===== src/rtl/sv_uart_tx_fifo_if.sv =====
// AXI-stream style byte channel shared by the FIFO write and read sides.
interface sv_uart_tx_fifo_if #(
   parameter int unsigned DATA_WIDTH = 8
);
   logic [DATA_WIDTH-1:0] tdata;
   logic                  tvalid;
   logic                  tready;

   modport master (output tdata, output tvalid, input tready);
   modport slave  (input tdata, input tvalid, output tready);
endinterface


===== src/rtl/sv_uart_tx_fifo.sv =====
// Elastic byte buffer feeding the UART transmitter's stream port.
// Optional inter-word output gap enabled by defining SV_UART_TX_FIFO_GAP_EN.
module sv_uart_tx_fifo #(
   parameter int unsigned DATA_WIDTH = 8,
   parameter int unsigned DEPTH_LOG2 = 4
) (
   input  logic                  iclk,
   input  logic                  irst,
   input  logic                  iflush,
   sv_uart_tx_fifo_if.slave      s_axis,
   sv_uart_tx_fifo_if.master     m_axis,
   input  logic [15:0]           igap,
   output logic [DEPTH_LOG2:0]   olevel,
   output logic                  oempty,
   output logic                  ofull
);
   localparam int unsigned DEPTH = 2 ** DEPTH_LOG2;
   localparam int unsigned PW    = DEPTH_LOG2 + 1;

   logic [DATA_WIDTH-1:0] mem [DEPTH];
   logic [PW-1:0]         wr_ptr, rd_ptr;
   logic [PW-1:0]         wr_ptr_nxt, rd_ptr_nxt, level_nxt;
   logic                  s_ready_q, m_valid_q;
   logic                  wr_en, rd_en;
   logic                  gap_idle_nxt;

   assign s_axis.tready = s_ready_q;
   assign m_axis.tvalid = m_valid_q;
   assign m_axis.tdata  = mem[rd_ptr[DEPTH_LOG2-1:0]];

   // A flush cycle swallows both handshakes.
   assign wr_en = s_axis.tvalid && s_ready_q && !iflush;
   assign rd_en = m_valid_q && m_axis.tready && !iflush;

   always_comb begin
      wr_ptr_nxt = wr_ptr;
      rd_ptr_nxt = rd_ptr;
      if (iflush) begin
         wr_ptr_nxt = '0;
         rd_ptr_nxt = '0;
      end else begin
         if (wr_en) wr_ptr_nxt = wr_ptr + PW'(1);
         if (rd_en) rd_ptr_nxt = rd_ptr + PW'(1);
      end
      level_nxt = wr_ptr_nxt - rd_ptr_nxt;
   end

`ifdef SV_UART_TX_FIFO_GAP_EN
   logic [15:0] gap_cnt, gap_nxt;

   // Reload on each output transfer, count down to zero otherwise.
   always_comb begin
      gap_nxt = gap_cnt;
      if (iflush)               gap_nxt = '0;
      else if (rd_en)           gap_nxt = igap;
      else if (gap_cnt != '0)   gap_nxt = gap_cnt - 16'(1);
   end

   always_ff @(posedge iclk or posedge irst) begin
      if (irst) gap_cnt <= '0;
      else      gap_cnt <= gap_nxt;
   end

   assign gap_idle_nxt = (gap_nxt == '0);
`else
   logic [15:0] unused_igap;
   assign unused_igap  = igap;
   assign gap_idle_nxt = 1'b1;
`endif

   always_ff @(posedge iclk or posedge irst) begin
      if (irst) begin
         wr_ptr    <= '0;
         rd_ptr    <= '0;
         olevel    <= '0;
         oempty    <= 1'b1;
         ofull     <= 1'b0;
         s_ready_q <= 1'b0;
         m_valid_q <= 1'b0;
      end else begin
         wr_ptr    <= wr_ptr_nxt;
         rd_ptr    <= rd_ptr_nxt;
         olevel    <= level_nxt;
         oempty    <= (level_nxt == '0);
         ofull     <= (level_nxt == PW'(DEPTH));
         s_ready_q <= (level_nxt < PW'(DEPTH)) && !iflush;
         m_valid_q <= (level_nxt != '0) && gap_idle_nxt;
      end
   end

   // Storage holds no reset; contents are only meaningful below the level.
   always_ff @(posedge iclk) begin
      if (wr_en) mem[wr_ptr[DEPTH_LOG2-1:0]] <= s_axis.tdata;
   end
endmodule


===== src/flat_wrapper.sv =====
// flat-port wrapper written by rule: the top's interface ports become plain ports
module sv_uart_tx_fifo_flat 
#(
   parameter int unsigned DATA_WIDTH = 8,
   parameter int unsigned DEPTH_LOG2 = 4
)
  (iclk, irst, iflush, igap, olevel, oempty, ofull, s_axis_tdata, s_axis_tvalid, s_axis_tready, m_axis_tdata, m_axis_tvalid, m_axis_tready);
  sv_uart_tx_fifo_if #(.DATA_WIDTH(DATA_WIDTH)) s_axis_i ();
  sv_uart_tx_fifo_if #(.DATA_WIDTH(DATA_WIDTH)) m_axis_i ();
  input  logic iclk;
  input  logic irst;
  input  logic iflush;
  input  logic [15:0] igap;
  output logic [DEPTH_LOG2:0] olevel;
  output logic oempty;
  output logic ofull;
  input wire logic [$bits(s_axis_i.tdata)-1:0] s_axis_tdata;
  input wire logic [$bits(s_axis_i.tvalid)-1:0] s_axis_tvalid;
  output wire logic [$bits(s_axis_i.tready)-1:0] s_axis_tready;
  output wire logic [$bits(m_axis_i.tdata)-1:0] m_axis_tdata;
  output wire logic [$bits(m_axis_i.tvalid)-1:0] m_axis_tvalid;
  input wire logic [$bits(m_axis_i.tready)-1:0] m_axis_tready;
  assign s_axis_i.tdata = s_axis_tdata;
  assign s_axis_i.tvalid = s_axis_tvalid;
  assign s_axis_tready = s_axis_i.tready;
  assign m_axis_tdata = m_axis_i.tdata;
  assign m_axis_tvalid = m_axis_i.tvalid;
  assign m_axis_i.tready = m_axis_tready;
  sv_uart_tx_fifo #(.DATA_WIDTH(DATA_WIDTH), .DEPTH_LOG2(DEPTH_LOG2)) u_core (.iclk(iclk), .irst(irst), .iflush(iflush), .s_axis(s_axis_i), .m_axis(m_axis_i), .igap(igap), .olevel(olevel), .oempty(oempty), .ofull(ofull));
endmodule

===== config.mk =====
export PLATFORM = sky130hd
export DESIGN_NAME = sv_uart_tx_fifo_flat
export DESIGN_NICKNAME = d
export VERILOG_FILES = /design/src/rtl/sv_uart_tx_fifo_if.sv /design/src/rtl/sv_uart_tx_fifo.sv /design/src/flat_wrapper.sv
export SDC_FILE = /design/constraint.sdc
export NUM_CORES = 1
export LEC_CHECK = 0
export CAP_MARGIN = 20
export CORE_MARGIN = 5
export CORE_UTILIZATION = 50
export CTS_CLUSTER_DIAMETER = 200
export DETAILED_ROUTE_END_ITERATION = 8
export GPL_TIMING_DRIVEN = 0
export PLACE_DENSITY_LB_ADDON = 0.15
export SYNTH_ARGS = -nofsm -noshare
export SYNTH_HDL_FRONTEND = slang
export SYNTH_SLANG_ARGS = --single-unit

===== constraint.sdc =====
create_clock -name iclk -period 2.8 [get_ports iclk]
set_input_delay 0.42 -clock iclk [delete_from_list [all_inputs] [get_ports iclk]]
set_output_delay 0.42 -clock iclk [all_outputs]
set_load 0.02 [all_outputs]

==> insert_results.sql <==
INSERT INTO impl_metrics (metric_group, metric, value, unit) VALUES
('cells_and_area', 'num-fill-cells', '874', ''),
('die', 'floorplan.rows', '40', ''),
('placement', 'port_buffers', '29', ''),
('clock_network', 'cts_hold_buf', '0', ''),
('critical_path', 'crit_path_end_kind', 'flip-flop', ''),
('global_route', 'grt_util_all_layers', '19.4', '%'),
('drt', 'drt_drc_violations_left', '0', ''),
('critical_path', 'worst_ep_arrival_time', '3.07', 'ns'),
('clock_network', 'ctsRootBufferMaster', 'sky130_fd_sc_hd__clkbuf_16', ''),
('sta', 'ratio_of_final_minimum_period_to_clock_period', '99.1', '%'),
('power_and_ir_drop', 'power_leakage', '2.68', 'nW'),
('die', 'num_io_pins', '46', ''),
('sta', 'whs', '0.435', 'ns'),
('global_route', 'antenna_found_initial', '0', ''),
('critical_path', 'worstPathRequired', '3.10', 'ns'),
('drt', 'via_per_inst', '5.90', ''),
('power_and_ir_drop', 'vdd.ir_drop.worst', '0.442', 'mV'),
('clock_network', 'insertion_delay_to_the_later_sink_of_the_worst_skew_pair', '0.42', 'ns'),
('sta', 'unrepaired_setup_endpoints_after_global_routing', 'yes', ''),
('sta', 'highest_attainable_clock_frequency', '0.360', 'GHz'),
('synth', 'synth_enable_flop_cells', '128', ''),
('synth', 'async_reset_ff_share', '12.9', '%'),
('critical_path', 'critical_path.startpoint_type', 'flip-flop', ''),
('global_route', 'first_global_vias', '3548', ''),
('sta', 'slew_headroom', '45.4', '%'),
('critical_path', 'critical_path_peak_fanout', '4', ''),
('die', 'dieArea', '0.0146', 'mm2'),
('critical_path', 'slowest_stage', 'sky130_fd_sc_hd__or4_4', ''),
('critical_path', 'path_delay_family', 'simple AND/OR/NAND/NOR gates', ''),
('placement', 'gp_congestion', '0.789', ''),
('global_route', 'maximum_number_of_pins_on_one_net_before_global_route_repair', '20', ''),
('synth', 'synthTopCellsByCount', 'sky130_fd_sc_hd__edfxtp_1, sky130_fd_sc_hd__mux2i_1, sky130_fd_sc_hd__o21ai_0, sky130_fd_sc_hd__dfrtp_1, sky130_fd_sc_hd__mux4_2', ''),
('sta', 'timing.clock.skew', '0.00741', 'ns'),
('cells_and_area', 'area.sequential', '0.00432', 'mm2'),
('critical_path', 'crit_buf_inv', '2', ''),
('clock_network', 'worst_setup_hold_path_clk_slew', '0.06', 'ns'),
('drt', 'drt-pass1-iter-count', '5', ''),
('critical_path', 'critPathMaxStageDelay', '0.43', 'ns'),
('sta', 'fin_crit', '2.78', 'ns'),
('global_route', 'globalRouteOverflowTotal', '0', ''),
('die', 'initial_standard_cell_utilization_of_the_core', '51.1', '%'),
('run_status', 'run_status', 'complete, no violations', ''),
('critical_path', 'cp_cell_sequence', 'buf_6 > and2_1 > buf_8 > nand4_1 > xor2_1 > or2_2 > ha_4 > a21oi_4 > nand2_2 > or4_4 > o41a_4 > a31o_1', ''),
('drt', 'routed_via_count', '3487', ''),
('clock_network', 'cts-buffers-inserted', '17', ''),
('synth', 'yosys.cell_types.count', '49', ''),
('sta', 'final-max-slew-violation-count', '0', ''),
('synth', 'postSynthRegisterBits', '147', ''),
('cells_and_area', 'layout-drive-gt1-share', '27.3', '%'),
('die', 'chipHeight', '121', 'um'),
('die', 'floorplan.die.width', '121', 'um'),
('cells_and_area', 'multi_input_comb_area', '0.00179', 'mm2'),
('cells_and_area', 'layout-area-overhead-vs-synth', '22.9', '%'),
('power_and_ir_drop', 'power.density_cell_area', '767', 'mW/mm2'),
('clock_network', 'cts_tree', 'done', ''),
('critical_path', 'critPathKind', 'flip-flop to flip-flop', ''),
('placement', 'detailed_place_hpwl', '8480', 'um'),
('synth', 'post_synth_top_flop', 'sky130_fd_sc_hd__edfxtp_1', ''),
('synth', 'synth_largest_type_area_fraction', '62.6', '%'),
('clock_network', 'cts_max_path_buffers', '2', ''),
('synth', 'synth_nets', '406', ''),
('min_path', 'timing.hold.worst.class', 'input pin to async pin', ''),
('synth', 'synth_top_area_cell', 'sky130_fd_sc_hd__edfxtp_1', ''),
('global_route', 'grt_pass1_wl', '20400', 'um'),
('synth', 'yosys-top-cells-area', 'sky130_fd_sc_hd__edfxtp_1, sky130_fd_sc_hd__dfrtp_1, sky130_fd_sc_hd__mux4_2', ''),
('job', 'cap_violations', '0', ''),
('synth', 'most_used_standard_cell_by_instance_count_after_synthesis', 'sky130_fd_sc_hd__edfxtp_1', ''),
('die', 'core_region_area', '0.0120', 'mm2'),
('synth', 'synthesized_area_per_cell', '16.7', 'um2'),
('cells_and_area', 'nets', '470', ''),
('drt', 'ant_nets', '0', '');
==> metal layers <==
| layer | GRT usage (%) | vias to the layer above | part of all wire [%] |
|---|---|---|---|
| li1 | - | 1579 | - |
| met1 | 26.5 | 1778 | 45 |
| met2 | 30.4 | 108 | 48 |
| met3 | 4.12 | 22 | 4.8 |
| met4 | 8.57 | 0 | 2.2 |
| met5 | 0 | - | 0 |
==> cell usage in the layout (no fill, tap or decap), drive strengths merged, types with 6 or more instances in the layout <==
cell / count
inv: 13
nand2: 12
a22oi: 8
clkinv: 8
mux2i: 25
dlygate4sd2: 7
o21ai: 20
buf: 28
nor2: 10
a221oi: 8
ha: 9
nor3: 6
mux4: 16
clkdlybuf4s50: 20
dfrtp: 18
edfxtp: 128
and2: 14
clkbuf: 23
a21oi: 10
mux2: 9
==> cell type report <==
cell class	count	share of cell area [%]
inverters	12	0.598
clock inverters	15	2.19
flip-flops and latches	147	57.3
multi-input cells	191	23.7
repair buffers	45	5.69
plain buffers	17	2.42
clock buffers	17	5.64
well taps	147	2.44
==> kinds of logic after synthesis <==
logic type,synth area share [%]
simple gates,6.65
mux,11.6
flops,70.4
fa+ha+maj,2.16
buf+inv,2.06
xor+xnor,0.999
compound gates,6.12
==> where the power goes <==
| part | leakage [nW] | internal, mW | switching (mW) | total (mW) |
|---|---|---|---|---|
| clock network | 0.282 | 1.39 | 0.866 | 2.26 |
| logic | 1.00 | 0.517 | 0.529 | 1.05 |
| registers | 1.40 | 2.45 | 0.0300 | 2.48 |
==> state kept, by name, summed over array words and instances (netlist names) <==
register              flops
u_core.oempty             1
u_core.olevel             5
u_core.m_axis.tvalid      1
u_core.mem              128
u_core.wr_ptr             5
u_core.s_axis.tready      1
u_core.ofull              1
u_core.rd_ptr             5
==> metrics by stage <==
| step | area (um2) | TNS (ns) | cells | setup slack [ns] | utilization, % |
|---|---|---|---|---|---|
| floorplan | 6150 | 0 | 367 | 0.00287 | - |
| global placement | 6620 | -4.53 | 543 | -0.864 | 55.1 |
| detailed placement | 6620 | -4.79 | 543 | -0.863 | 55.1 |
| CTS | 7460 | -0.00372 | 588 | -0.00372 | 62.1 |
| global route | 7540 | -0.141 | 591 | -0.0542 | 62.8 |
| finish | 7540 | 0 | 591 | 0.0247 | 62.8 |
==> what timing repair did <==
action                     CTS  global route
setup endpoints to repair   13            12
buffers inserted            12             3
resized for setup           52            19
gates cloned                 1             0
pin swaps                    5             5
==> path summary, 6_finish.rpt <==
| kind | startpoint | end | slack [ns] | cells past startpoint |
|---|---|---|---|---|
| min in group iclk | u_core.rd_ptr[4]$_DFF_PP0_ | u_core.rd_ptr[4]$_DFF_PP0_ | 0.64 | 2 |
| setup / recovery | u_core.rd_ptr[1]$_DFF_PP0_ | u_core.m_axis.tvalid$_DFF_PP0_ | 0.02 | 12 |
| max in group asynchronous | irst | u_core.rd_ptr[1]$_DFF_PP0_ | 1.87 | 2 |
| hold / removal | irst | u_core.olevel[3]$_DFF_PP0_ | 0.44 | 2 |
| setup reg to reg | u_core.rd_ptr[1]$_DFF_PP0_ | u_core.m_axis.tvalid$_DFF_PP0_ | 0.02 | 12 |
| hold reg to reg | u_core.rd_ptr[4]$_DFF_PP0_ | u_core.rd_ptr[4]$_DFF_PP0_ | 0.64 | 2 |
Power figures use the tool's default switching activity.
